--- config.mk ---
export PLATFORM = sky130hd
export DESIGN_NAME = dice_game_ctrl
export DESIGN_NICKNAME = d
export VERILOG_FILES = /design/src/rtl/dice_game_ctrl.sv
export SDC_FILE = /design/constraint.sdc
export NUM_CORES = 1
export LEC_CHECK = 0
export ABC_AREA = 1
export BUFFER_PORTS_ARGS = -buffer_cell sky130_fd_sc_hd__buf_2
export CAP_MARGIN = 10
export CELL_PAD_IN_SITES_DETAIL_PLACEMENT = 1
export CELL_PAD_IN_SITES_GLOBAL_PLACEMENT = 1
export CORE_MARGIN = 4
export CORE_UTILIZATION = 42
export CTS_CLUSTER_DIAMETER = 50
export CTS_CLUSTER_SIZE = 14
export DETAILED_ROUTE_END_ITERATION = 16
export PLACE_DENSITY = 0.92
export SLEW_MARGIN = 20
export SYNTH_ARGS = -nofsm -noshare
export SYNTH_HDL_FRONTEND = slang
export SYNTH_SLANG_ARGS = --single-unit
--- constraint.sdc ---
create_clock -name clk -period 4.35 [get_ports clk]
set_input_delay 1.0875 -clock clk [delete_from_list [all_inputs] [get_ports clk]]
set_output_delay 1.0875 -clock clk [all_outputs]
set_load 0.005 [all_outputs]
--- src/rtl/dice_game_ctrl.sv ---
// dice_game_ctrl: gates the two dice counters, captures a roll on release and
// plays one game of craps, holding win/lose until a new game starts.
`default_nettype none

module dice_game_ctrl #(
  parameter int MIN_ROLL = 4
) (
  input  logic       clk,
  input  logic       rst,
  input  logic       roll,
  input  logic       new_game,
  input  logic [2:0] dice1_in,
  input  logic [2:0] dice2_in,
  output logic       count_en,
  output logic [2:0] dice1_q,
  output logic [2:0] dice2_q,
  output logic [3:0] sum,
  output logic [3:0] point,
  output logic [7:0] roll_num,
  output logic       win,
  output logic       lose
);

  localparam logic [7:0] MIN_RC = 8'(MIN_ROLL);

  typedef enum logic [2:0] {
    IDLE  = 3'd0,
    ROLL  = 3'd1,
    EVAL  = 3'd2,
    PWAIT = 3'd3,
    WIN   = 3'd4,
    LOSE  = 3'd5
  } state_t;

  state_t     state, state_nx;
  logic       come_out, come_out_nx;
  logic [7:0] rc, rc_nx, rc_inc;
  logic       count_en_nx;
  logic [2:0] dice1_nx, dice2_nx;
  logic [3:0] sum_nx, point_nx;
  logic [7:0] roll_num_nx;
  logic       win_nx, lose_nx;
  logic       dice_legal;

  assign dice_legal = (dice1_in != 3'd0) && (dice1_in != 3'd7) &&
                      (dice2_in != 3'd0) && (dice2_in != 3'd7);
  // The capture test uses the post-increment count so count_en spans exactly MIN_ROLL cycles.
  assign rc_inc = (rc >= MIN_RC) ? rc : rc + 8'd1;

  always_comb begin
    state_nx    = state;
    come_out_nx = come_out;
    rc_nx       = rc;
    dice1_nx    = dice1_q;
    dice2_nx    = dice2_q;
    sum_nx      = sum;
    point_nx    = point;
    roll_num_nx = roll_num;
    win_nx      = win;
    lose_nx     = lose;

    if (new_game) begin
      state_nx    = IDLE;
      come_out_nx = 1'b1;
      rc_nx       = 8'd0;
      dice1_nx    = 3'd0;
      dice2_nx    = 3'd0;
      sum_nx      = 4'd0;
      point_nx    = 4'd0;
      roll_num_nx = 8'd0;
      win_nx      = 1'b0;
      lose_nx     = 1'b0;
    end else begin
      case (state)
        IDLE, PWAIT: begin
          if (roll) begin
            state_nx = ROLL;
            rc_nx    = 8'd0;
          end
        end
        ROLL: begin
          rc_nx = rc_inc;
          if (!roll && (rc_inc >= MIN_RC) && dice_legal) begin
            dice1_nx    = dice1_in;
            dice2_nx    = dice2_in;
            sum_nx      = {1'b0, dice1_in} + {1'b0, dice2_in};
            roll_num_nx = (roll_num == 8'hFF) ? roll_num : roll_num + 8'd1;
            state_nx    = EVAL;
          end
        end
        EVAL: begin
          if (come_out) begin
            case (sum)
              4'd7, 4'd11: begin
                state_nx = WIN;
                win_nx   = 1'b1;
              end
              4'd2, 4'd3, 4'd12: begin
                state_nx = LOSE;
                lose_nx  = 1'b1;
              end
              default: begin
                point_nx    = sum;
                come_out_nx = 1'b0;
                state_nx    = PWAIT;
              end
            endcase
          end else if (sum == point) begin
            state_nx = WIN;
            win_nx   = 1'b1;
          end else if (sum == 4'd7) begin
            state_nx = LOSE;
            lose_nx  = 1'b1;
          end else begin
            state_nx = PWAIT;
          end
        end
        WIN, LOSE: state_nx = state;
        default:   state_nx = IDLE;
      endcase
    end

    count_en_nx = (state_nx == ROLL);
  end

  always_ff @(posedge clk) begin
    if (rst) begin
      state    <= IDLE;
      come_out <= 1'b1;
      rc       <= 8'd0;
      count_en <= 1'b0;
      dice1_q  <= 3'd0;
      dice2_q  <= 3'd0;
      sum      <= 4'd0;
      point    <= 4'd0;
      roll_num <= 8'd0;
      win      <= 1'b0;
      lose     <= 1'b0;
    end else begin
      state    <= state_nx;
      come_out <= come_out_nx;
      rc       <= rc_nx;
      count_en <= count_en_nx;
      dice1_q  <= dice1_nx;
      dice2_q  <= dice2_nx;
      sum      <= sum_nx;
      point    <= point_nx;
      roll_num <= roll_num_nx;
      win      <= win_nx;
      lose     <= lose_nx;
    end
  end

endmodule

`default_nettype wire

==> qor.yml <==
status: "finished, final reports clean"
areaGrowthSynthToFinish_pct: 16.63
grtUsageMet2_pct: 33.56
cp.arrival_ns: 2.68
hp-class: "flip-flop to flip-flop"
cts_hold_buf: 0
start_kind: "input port"
timing.rr.start: "rc[0]"
maxSlewHeadroom_pct: 66.36
skew_ns: 0.005073
cts_resized: 0
cts_sinks: 37
cts_setup_buffers: 0
ir_worst_vdd_v: 0.0002139
synth-edff-count: 0
syn_nets: 271
ys_seq_area_share_pct: 40.86
comb_power_share_pct: 6.2
drt_iter0_drc: 78
synthMuxAreaShare_pct: 0
layout-drive-gt1-share_pct: 20.21
post-route-period-util_pct: 57.32
grt_pass1_wl_mm: 8.038
cell_internal_pwr_uw: 481.8
first_pass_iters: 4
cts_tree: "done"
met3_usage_pct: 3.283
hold_viol: 0
avgSynthCellArea_um2: 7.138
netSwitchingFraction_pct: 24.45
hold_start: "rc[5]"
numPortBuffers: 34
routedWlPerCell_um: 13.91
min_period_ns: 2.493
vias: 1770
rsz0062_at_grt: "no"
path_max_fanout: 13
ys_types: 28
maxSlewViolCount: 0
root_buffer: "clkbuf_8"
ant_nets: 0
power.switching_uw: 156.0
pwr-share-seq_pct: 53.4
drt_wl_total_mm: 4.758
antenna_found_initial: 0
grt_remaining_overflow: 0
htree_num_levels: 2
cp-startpoint: "dice2_in[2]"
grt_use_met1_pct: 22.45
top_level_ports: 35
initial_core_util_pct: 44.37
synth_top_family_by_area: "simple AND/OR/NAND/NOR gates"
synth_area_um2: 1813
ys.flop_type: "dfxtp_1"
nets: 308
synthXorXnorAreaFrac_pct: 1.932
p_per_area_nw_per_um2: 301.6
viasPerCell: 5.175
rows: 23
drc_errors: 0
final_core_util_pct: 51.75
fmax_mhz: 401.1
fin_setup_tns_ns: 0
ys.warnings.count: 0
clkPwrFrac_pct: 40.4
synth_top_cell_by_area: "dfxtp_1"
synth_commonest_cells: "nand2_1 (54), dfxtp_1 (37), nor2_1 (33)"
whs_path_depth: 2
synth_simple_gate_area_share_pct: 29.26
worst_pin_slew_ns: 0.5041
diodes: 0
grt_most_used_layer: "met2"
synth-compound-area-share_pct: 14.35
worst_setup_path_end_kind: "flip-flop"
die_x_um: 73.70
synthTopCellsByArea: "dfxtp_1 (41%), nand2_1 (11%), a21oi_1 (8.0%), nor2_1 (6.8%), inv_1 (5.8%)"
insertion_delay_ns: 0.29
cp_data_required_time_ns: 4.54
postSynth.asyncResetShare_pct: 0
synthAdderAreaFrac_pct: 5.245
cts_buffers: 5
setup_viol: 0
gp_congestion: 0.8905
leakage_nw: 0.9758
synthCells: 254
fillers: 570
grt_max_degree: 28
die_area_um2: 5432
dp.cells: 334
core_um2: 4086
crit_type: "input port to flip-flop"
clk_path_buf_depth: 2
reg2regPathDepth: 8
cap_violations: 0
synth_top_cell_area_share_pct: 40.86
fin_cells: 342
grt_pass1_vias: 1790
synth_seq_cells: 37
cts.clk_slew.worst_paths_ns: 0.08
dp_hpwl_mm: 3.593
grt_usage_pct: 19.15
synth_most_common_cell: "nand2_1"
die_y_um: 73.70
-- critical path, stage by stage --
cell     delay [ns]
buf_2          0.13
nor2_1         0.07
nand2_1        0.07
nand3_1        0.09
nor2_2         0.13
nand3_2        0.22
nor2_2         0.46
inv_1          0.17
o21ai_0        0.18
nor2_1         0.06
-- layout make-up --
| class | instances | area (um2) | share of cell area (%) |
|---|---|---|---|
| multi-input combinational | 181 | 920.9 | 43.55 |
| sequential | 37 | 740.7 | 35.03 |
| timing repair buffer | 35 | 177.7 | 8.402 |
| inverter | 31 | 116.4 | 5.503 |
| clock buffer | 6 | 82.58 | 3.905 |
| tap | 50 | 62.56 | 2.959 |
| clock inverter | 2 | 13.76 | 0.6509 |
-- placed cells by master (no fill, tap or decap), drive strengths merged --
cell type  count
nand2         55
nor2          41
dfxtp         37
buf           35
inv           31
a21oi         30
o21ai         20
nand3         16
ha             6
clkbuf         6
nand4          3
xor2           3
nor3           2
clkinv         2
xnor2          1
nand3b         1
a31oi          1
and3           1
fa             1
-- registers in the layout, summed over array words and instances, names as in the netlist --
register and count:
come_out 1, count_en 1, dice1_q 3, dice2_q 3, lose 1, point 4, rc 8, roll_num 8
state 3, sum 4, win 1
-- power groups by stage --
| stage | Sequential [mW] | Combinational (mW) | Clock, mW |
|---|---|---|---|
| after floorplan | 0.348 | 0.0235 | 0 |
| after global placement | 0.349 | 0.0370 | 0 |
| after detailed placement | 0.349 | 0.0391 | 0 |
| after CTS | 0.341 | 0.0396 | 0.263 |
| after global routing | 0.341 | 0.0443 | 0.277 |
| final | 0.341 | 0.0392 | 0.258 |
-- metal layers --
metal	vias to the layer above	routed length [um]
met4	0	80
met1	841	2091
li1	886	-
met3	7	197
met5	-	0
met2	36	2389
-- cells by family (layout without fill, tap and decap cells) --
logic type / Yosys count / count (layout)
AO/OA/AOI/OAI: 51 / 51
XOR/XNOR: 4 / 4
adder cells (fa/ha/maj): 7 / 7
buffers and inverters: 36 / 74
flip-flops: 37 / 37
AND/OR/NAND/NOR: 119 / 119
-- metrics by stage --
step	hold WS (ns)	power [mW]	setup WS [ns]	area [um2]
after CTS	0.4496	0.6436	1.855	2115
final	0.4465	0.6378	1.857	2115
after global placement	0.4315	0.3856	1.709	2018
after floorplan	0.4234	0.3720	2.282	1813
after detailed placement	0.4376	0.3877	1.581	2018
after global routing	0.4708	0.6619	1.689	2115
-- worst paths after layout --
path,endpoint,slack [ns]
hold / removal,rc[5],0.45
hold reg to reg,rc[5],0.45
setup / recovery,roll_num[6],1.86
setup reg to reg,roll_num[6],2.45
Power figures use the tool's default switching activity.
